File: src/rtl/laser_pkg.sv
// Shared encodings for the laser reward controller: FSM states, tank direction codes, shot limits.
// Used by laser_reward_ctrl (optional LASER_REFILL_EN refill) and tick_timer.
package laser_pkg;

    typedef enum logic [2:0] {
        IDLE   = 3'd0,
        ARMED  = 3'd1,
        CHARGE = 3'd2,
        FIRE   = 3'd3,
        COOL   = 3'd4
    } laser_state_e;

    localparam logic [1:0] DIR_UP    = 2'b00;
    localparam logic [1:0] DIR_DOWN  = 2'b01;
    localparam logic [1:0] DIR_LEFT  = 2'b10;
    localparam logic [1:0] DIR_RIGHT = 2'b11;

    localparam int unsigned SHOTS_MAX = 7;
    localparam int unsigned TIMER_W   = 10;

    // Adds to the shot count without wrapping past what the 3-bit HUD counter can show.
    function automatic logic [2:0] shots_sat_add(input logic [2:0] a, input logic [2:0] b);
        logic [3:0] sum;
        sum = {1'b0, a} + {1'b0, b};
        return (sum > 4'(SHOTS_MAX)) ? 3'(SHOTS_MAX) : sum[2:0];
    endfunction

endpackage

File: src/rtl/laser_reward_ctrl_tick_timer.sv
// tick_timer: loadable 10-bit down-counter stepped by the game tick.
// done pulses on the tick that takes the count from 1 to 0; a load overrides that tick.
module tick_timer
    import laser_pkg::*;
(
    input  logic               clk,
    input  logic               rst,
    input  logic               load,
    input  logic [TIMER_W-1:0] load_val,
    input  logic               tick,
    output logic               done
);

    logic [TIMER_W-1:0] count_d;
    logic [TIMER_W-1:0] count_q;

    always_comb begin
        count_d = count_q;
        if (load) begin
            count_d = load_val;
        end else if (tick && (count_q != '0)) begin
            count_d = count_q - 1'b1;
        end
    end

    // NOTE: sequential state uses <= so every flop samples pre-edge values.
    always_ff @(posedge clk) begin
        if (rst) begin
            count_q <= '0;
        end else begin
            count_q <= count_d;
        end
    end

    assign done = tick && (count_q == TIMER_W'(1));

endmodule

File: src/rtl/laser_reward_ctrl.sv
// Laser power-up sequencer: grants shots on pickup and runs charge -> beam -> cooldown per fire.
// Define LASER_REFILL_EN to let pickups outside IDLE top up the shot count.
module laser_reward_ctrl
    import laser_pkg::*;
#(
    parameter int unsigned SHOTS        = 3,
    parameter int unsigned CHARGE_TICKS = 8,
    parameter int unsigned FIRE_TICKS   = 30,
    parameter int unsigned COOL_TICKS   = 20,
    parameter int unsigned HOLD_TICKS   = 600
) (
    input  logic       clk,
    input  logic       rst,
    input  logic       enable_reward,
    input  logic       tick,
    input  logic       reward_pickup,
    input  logic       fire_req,
    input  logic [4:0] mytank_xpos,
    input  logic [4:0] mytank_ypos,
    input  logic [1:0] mytank_dir,
    output logic       reward_laser,
    output logic [4:0] laser_xpos,
    output logic [4:0] laser_ypos,
    output logic [1:0] laser_dir,
    output logic       charging,
    output logic [2:0] shots_left,
    output logic       laser_ready
);

    laser_state_e       state_q, state_d;
    logic [2:0]         shots_q, shots_d, shots_base;
    logic [4:0]         xpos_q, xpos_d, ypos_q, ypos_d;
    logic [1:0]         dir_q, dir_d;
    logic               reward_laser_q, reward_laser_d;
    logic               charging_q, charging_d;
    logic               ready_q, ready_d;
    logic               refill;
    logic               timer_load, timer_done;
    logic [TIMER_W-1:0] timer_load_val;

    tick_timer u_timer (
        .clk      (clk),
        .rst      (rst),
        .load     (timer_load),
        .load_val (timer_load_val),
        .tick     (tick),
        .done     (timer_done)
    );

    // NOTE: every combinational output gets a default first so no latch is inferred.
    always_comb begin
        state_d    = state_q;
        xpos_d     = xpos_q;
        ypos_d     = ypos_q;
        dir_d      = dir_q;
`ifdef LASER_REFILL_EN
        refill     = reward_pickup && (state_q != IDLE);
`else
        refill     = 1'b0;
`endif
        // A refill lands before any fire or cooldown decision made in the same cycle.
        shots_base = refill ? shots_sat_add(shots_q, 3'(SHOTS)) : shots_q;
        shots_d    = shots_base;

        unique case (state_q)
            IDLE: begin
                if (reward_pickup) begin
                    state_d = ARMED;
                    shots_d = 3'(SHOTS);
                end
            end
            ARMED: begin
                if (fire_req && (shots_base != '0)) begin
                    state_d = CHARGE;
                    shots_d = shots_base - 3'd1;
                    xpos_d  = mytank_xpos;
                    ypos_d  = mytank_ypos;
                    dir_d   = mytank_dir;
                end else if (!refill && timer_done) begin
                    state_d = IDLE;
                    shots_d = '0;
                end
            end
            CHARGE: if (timer_done) state_d = FIRE;
            FIRE:   if (timer_done) state_d = COOL;
            COOL:   if (timer_done) state_d = (shots_base != '0) ? ARMED : IDLE;
            default: state_d = IDLE;
        endcase

        if (!enable_reward) begin
            state_d = IDLE;
            shots_d = '0;
            xpos_d  = '0;
            ypos_d  = '0;
            dir_d   = DIR_UP;
        end

        timer_load = (state_d != state_q) || (refill && (state_q == ARMED) && (state_d == ARMED));
        unique case (state_d)
            ARMED:   timer_load_val = TIMER_W'(HOLD_TICKS);
            CHARGE:  timer_load_val = TIMER_W'(CHARGE_TICKS);
            FIRE:    timer_load_val = TIMER_W'(FIRE_TICKS);
            COOL:    timer_load_val = TIMER_W'(COOL_TICKS);
            default: timer_load_val = '0;
        endcase

        reward_laser_d = (state_d == FIRE);
        charging_d     = (state_d == CHARGE);
        ready_d        = (state_d == ARMED) && (shots_d != '0);
    end

    always_ff @(posedge clk) begin
        if (rst) begin
            state_q        <= IDLE;
            shots_q        <= '0;
            xpos_q         <= '0;
            ypos_q         <= '0;
            dir_q          <= DIR_UP;
            reward_laser_q <= 1'b0;
            charging_q     <= 1'b0;
            ready_q        <= 1'b0;
        end else begin
            state_q        <= state_d;
            shots_q        <= shots_d;
            xpos_q         <= xpos_d;
            ypos_q         <= ypos_d;
            dir_q          <= dir_d;
            reward_laser_q <= reward_laser_d;
            charging_q     <= charging_d;
            ready_q        <= ready_d;
        end
    end

    assign reward_laser = reward_laser_q;
    assign laser_xpos   = xpos_q;
    assign laser_ypos   = ypos_q;
    assign laser_dir    = dir_q;
    assign charging     = charging_q;
    assign shots_left   = shots_q;
    assign laser_ready  = ready_q;

endmodule

File: config.mk
export PLATFORM = sky130hd
export DESIGN_NAME = laser_reward_ctrl
export DESIGN_NICKNAME = d
export VERILOG_FILES = /design/src/rtl/laser_pkg.sv /design/src/rtl/laser_reward_ctrl_tick_timer.sv /design/src/rtl/laser_reward_ctrl.sv
export SDC_FILE = /design/constraint.sdc
export NUM_CORES = 1
export LEC_CHECK = 0
export CAP_MARGIN = 10
export CORE_MARGIN = 8
export CORE_UTILIZATION = 45
export CTS_CLUSTER_SIZE = 10
export DETAILED_ROUTE_END_ITERATION = 7
export GPL_TIMING_DRIVEN = 0
export PLACE_DENSITY = 0.72
export SYNTH_ARGS = -nofsm -noshare
export SYNTH_HDL_FRONTEND = slang
export SYNTH_SLANG_ARGS = --single-unit
File: constraint.sdc
create_clock -name clk -period 7.3 [get_ports clk]
set_clock_uncertainty 0.05 [all_clocks]
set_input_delay 1.46 -clock clk [delete_from_list [all_inputs] [get_ports clk]]
set_output_delay 1.46 -clock clk [all_outputs]
set_load 0.005 [all_outputs]
Word level (Yosys, flattened, before mapping)
Cells that the tools add are included.
{"block": "op_classes", "addsub": 2, "eq_ne": 10, "mux": 17, "bitwise_logic": 1, "reduce_logical": 11}
{"op": "10-bit one-hot mux with 4 select lines", "count": 1}
{"op": "3-bit 2-to-1 mux", "count": 11}
{"op": "10-bit 2-to-1 mux", "count": 2}
{"op": "3-bit one-hot mux with 5 select lines", "count": 1}
{"op": "3-bit by 2-bit equality test with 1-bit output, second input constant", "count": 4}
{"op": "10-bit by 1-bit equality test with 1-bit output, second input constant", "count": 1}
{"op": "10-bit nonzero test", "count": 1}
{"op": "10-bit by 1-bit subtractor with 10-bit output, second input constant", "count": 1}
{"op": "3-bit by 1-bit equality test with 1-bit output, second input constant", "count": 2}
{"op": "3-bit equality test, second input constant", "count": 2}
{"op": "3-bit one-hot mux with 2 select lines", "count": 1}
{"op": "3-bit nonzero test", "count": 2}
{"op": "1-bit logical AND", "count": 4}
{"op": "3-bit logical NOT", "count": 1}
{"op": "3-bit inequality test", "count": 1}
{"op": "3-bit by 1-bit subtractor with 3-bit output, second input constant", "count": 1}
{"op": "2-bit AND reduction", "count": 1}
{"op": "2-bit nonzero test", "count": 1}
{"op": "2-bit OR reduction", "count": 1}
{"op": "1-bit 2-to-1 mux", "count": 1}
{"op": "1-bit inverter", "count": 1}
{"block": "word_totals", "register_bits": 31, "out_inout_bits": 18}

Longest topological paths before layout
Gate-level depths: netlist of the first run.
{"block": "depth", "depth_word": 9, "ltp_mapped": 9, "mapped_depth_nobuf": 8}

By module
A second synthesis of the first run with hierarchy kept.
{"block": "hier_totals", "cells_unflattened": 208, "hier_area_um2": 1677.9}
{"module": "laser_reward_ctrl", "instances": 1, "cells_per_inst": 133, "area_each_um2": 1029.7}
{"module": "tick_timer", "instances": 1, "cells_per_inst": 75, "area_each_um2": 648.1}

Worst setup path after synthesis of the first run
OpenSTA, ideal clock, no wires.
{"block": "synth_path", "kind": "input to register", "start": "input tick", "end": "register u_timer.count_q[4]", "setup_time_ns": 0.091, "arrival_time_ns": 3.055, "setup_slack_ns": 4.104, "path_stages": 7, "path_buffers": 1, "cell_sequence": "and3b_1 and3_1 buf_6 a311o_1 a211o_1 a211o_1 a311oi_1"}
{"block": "synth_between", "elab_chain_cells": 8, "elab_cells_between_ends": 17, "cone_classes": "5 x eq/ne; 9 x mux; 3 x reduce/logical"}
{"element": "start, declared", "line_no": "laser_reward_ctrl.sv:15", "text": "input logic tick,"}
{"element": "1-bit logical AND", "line_no": "laser_reward_ctrl_tick_timer.sv:35", "text": "assign done = tick && (count_q == TIMER_W'(1));"}
{"element": "3-bit 2-to-1 mux", "line_no": "laser_reward_ctrl.sv:79", "text": "end else if (!refill && timer_done) begin"}
{"element": "3-bit 2-to-1 mux", "line_no": "laser_reward_ctrl.sv:73", "text": "if (fire_req && (shots_base != '0)) begin"}
{"element": "3-bit one-hot mux with 5 select lines", "line_no": "laser_reward_ctrl.sv:65", "text": "unique case (state_q)"}
{"element": "3-bit 2-to-1 mux", "line_no": "laser_reward_ctrl.sv:90", "text": "if (!enable_reward) begin"}
{"element": "3-bit equality test (tied with other cells)", "line_no": "laser_reward_ctrl.sv:99", "text": "unique case (state_d)"}
{"element": "10-bit one-hot mux with 4 select lines", "line_no": "laser_reward_ctrl.sv:99"}
{"element": "10-bit 2-to-1 mux", "line_no": "laser_reward_ctrl_tick_timer.sv:19", "text": "if (load) begin"}
{"element": "end signal, assigned", "line_no": "laser_reward_ctrl_tick_timer.sv:31", "text": "count_q <= count_d;"}
{"element": "end, declared", "line_no": "laser_reward_ctrl_tick_timer.sv:15", "text": "logic [TIMER_W-1:0] count_q;"}
Several ways; a longest one is shown, not always the timed one.
A chain may end at the register's enable or synchronous reset.

Worst setup path in the final report of the first run
{"block": "layout_path", "start": "input tick", "end": "register u_timer.count_q[6]"}
Same word-level chain as after synthesis.

==> impl_metrics.yaml, run 1 <==
synthesis:
  synth-seq-cells: 31
  syn_area_per_cell_um2: 7.99
  syn_area_um2: 1670
  synth_seq_area_share_pct: 37.2
  synthDistinctLibCells: 46
  synth_edf_count: 0
  yosysWarnings: 0
  async_reset_ff_share_pct: 0
  syn-num-nets: 232
  synth_ff_type: "dfxtp_1"
  syn_inst: 209
clock_tree:
  cts_resized: 0
  cts_root_buffer: "clkbuf_8"
  cts_buffers: 5
  postCtsSetupBuffers: 0
  htreeDepth: 2
  cts_sinks: 31
  insertion_delay_ns: 0.27
  clockBufferDepth: 2
  clk_pin_slew_ns: 0.06
  cts_tree: "yes"
  postCtsHoldBufs: 0
sta:
  period_share_pct: 49.9
  tns_ns: 0
  period_minus_slack_ns: 3.65
  drv_slew: 0
  hold_violations: 0
  worstMarginPinSlew_ns: 0.802
  fmax_mhz: 274
  rsz0062_at_grt: "no"
  relSlewSlack_pct: 45.9
  finalSetupViolCount: 0
global_route:
  overflow: 0
  grt_pass1_vias: 1623
  grt_usage_pct: 13.9
  grt_pass1_wl_um: 7040
  antenna_found_initial: 0
  grt_max_degree: 11
floorplanning:
  initial_core_util_pct: 46.3
  num_rows: 22
  die_h_um: 76.9
  dieArea_um2: 5920
  ios: 36
  core_um2: 3610
  chipWidth_um: 76.9
worst_setup_path:
  end_kind: "flop"
  worstPathArrival_ns: 3.79
  crit_fanout: 9
  cp-start-kind: "input port"
  worst_path_max_delay_cell: "a211oi_2"
  crit_start: "tick"
  cp.required_ns: 7.44
  crit_chain: "clkdlybuf4s50_1, and3b_1, and3_1, buf_6, or2_2, a211oi_2, o311ai_1, a221oi_2"
  crit_path_max_incr_delay_ns: 0.45
  r2r_start: "u_timer.count_q[1]"
  critical_path_class: "input port to flop"
cells_and_area:
  fillers: 318
  fin_cells: 297
  n_antenna_cell: 0
  design_area_um2: 2150
  fin_nets: 272
  multi_input_area_um2: 956
  utilization_pct: 59.6
  seqCellArea_um2: 621
  final_cell_mix: "35 x nand2_1, 33 x clkdlybuf4s50_1, 31 x dfxtp_1"
  drive_above_1_share_pct: 6.02
  syn2layout_area_growth_pct: 28.6
  final_common_cell: "nand2_1"
place:
  place_hpwl_um: 2980
  dp.cells: 290
  port_buffers: 33
  finalWeightedCongestion: 0.869
  place_area_um2: 2060
run_status:
  outcome: "finished clean"
power_and_ir_drop:
  ir_drop_uv: 118
  total_leakage_power_nw: 0.768
  powerDensity_nw_per_um2: 278
  power_mw: 0.598
drt:
  dr_total_vias: 1590
  ant_nets: 0
  avgViaCountPerCell: 5.35
  wire_per_inst_um: 13.5
  post-route-drc-count: 0
  first_pass_iters: 4
  drt_iter0_markers: 71
  drt-total-wl_um: 4020
min_path:
  hp-start: "laser_ypos[0]"
  hp-class: "flop to flop"
run:
  drv_cap: 0
## sequential cells by signal, summed over array words and instances, names as in the netlist
signal	cells
shots_left	3
laser_xpos	5
laser_ypos	5
laser_ready	1
laser_dir	2
reward_laser	1
state_q	3
u_timer.count_q	10
charging	1
## kinds of logic after synthesis
kind of cell	synth area share, %
simple gates	27.3
xor+xnor	3.67
fa+ha+maj	3.75
buf+inv	5.62
compound gates	21.8
mux	0.674
flops	37.2
## cells in the mapped netlist, types with 2 or more instances
cell type  number  area [µm²]
nand2_1        35         131
dfxtp_1        31         621
a21oi_1        21         105
nor2_1         17        63.8
inv_1          10        37.5
clkbuf_1        9        33.8
o21ai_0         6        30.0
xnor2_1         6        52.6
ha_1            5        62.6
nand3_1         5        25.0
nand4_1         5        31.3
a211oi_1        4        30.0
a31oi_1         4        25.0
nand2b_1        4        25.0
nor2b_1         4        25.0
nor3_1          4        20.0
nor3b_1         4        30.0
a211o_1         3        26.3
and3_1          3        18.8
a311oi_1        2        17.5
a32oi_1         2        17.5
## power by group
part | internal, mW | switching [mW] | leakage [nW]
Sequential | 0.198 | 0.0338 | 0.252
Clock | 0.0738 | 0.0586 | 0.0470
Combinational | 0.112 | 0.122 | 0.469
Total | 0.384 | 0.214 | 0.768
## metrics by stage
step | hold WS, ns | worst slack (ns)
global route | 0.434 | 3.56
CTS | 0.406 | 3.67
detailed placement | 0.397 | 3.39
finish | 0.407 | 3.65
floorplan | 0.403 | 4.10
global placement | 0.392 | 3.38
## worst max-delay path: cells and delay by family
| kind | cells | cell delay (ns) |
|---|---|---|
| AOI/OAI and AO/OA | 3 | 1.02 |
| and+or+nand+nor | 3 | 0.71 |
| buffers and inverters | 2 | 0.58 |
## area by class of cell
cell class | instances | area share, %
clock buffers | 6 | 3.84
plain buffers | 12 | 2.62
well taps | 48 | 2.80
flip-flops and latches | 31 | 28.9
multi-input cells | 156 | 44.5
clock inverters | 1 | 0.233
inverters | 10 | 1.75
repair buffers | 33 | 15.4
## path summary, 6_finish.rpt
path | cells after the start | to | slack, ns
max reg2reg | 9 | u_timer.count_q[6] | 4.69
max | 8 | u_timer.count_q[6] | 3.65
min reg2reg | 2 | laser_ypos[0] | 0.41
min | 2 | laser_ypos[0] | 0.41
## per-layer routing
metal	up-vias	wire length [µm]	global-route usage (%)
met4	0	35	4.81
met3	5	163	3.85
met1	731	1960	16.9
li1	820	-	-
met5	-	0	0
met2	34	1870	22.9
No activity file was read; power rests on OpenSTA's default activity.
==> inputs of run 2 (changes only) <==
==> constraint.sdc (replaced) <==
create_clock -name clk -period 3.5 [get_ports clk]
set_clock_uncertainty 0.05 [all_clocks]
set_input_delay 0.7 -clock clk [delete_from_list [all_inputs] [get_ports clk]]
set_output_delay 0.7 -clock clk [all_outputs]
set_load 0.005 [all_outputs]
==> results of run 2 <==
The final DEF is identical to that of run 1. Status: finished clean.
Main changes from that run: setup slack after placement 3.39 ns -> 0.352 ns; setup slack after layout 3.65 ns -> 0.614 ns; register-to-register setup slack 4.69 ns -> 0.89 ns; total power 0.598 mW -> 1.25 mW; worst IR drop on VDD 118 µV -> 246 µV
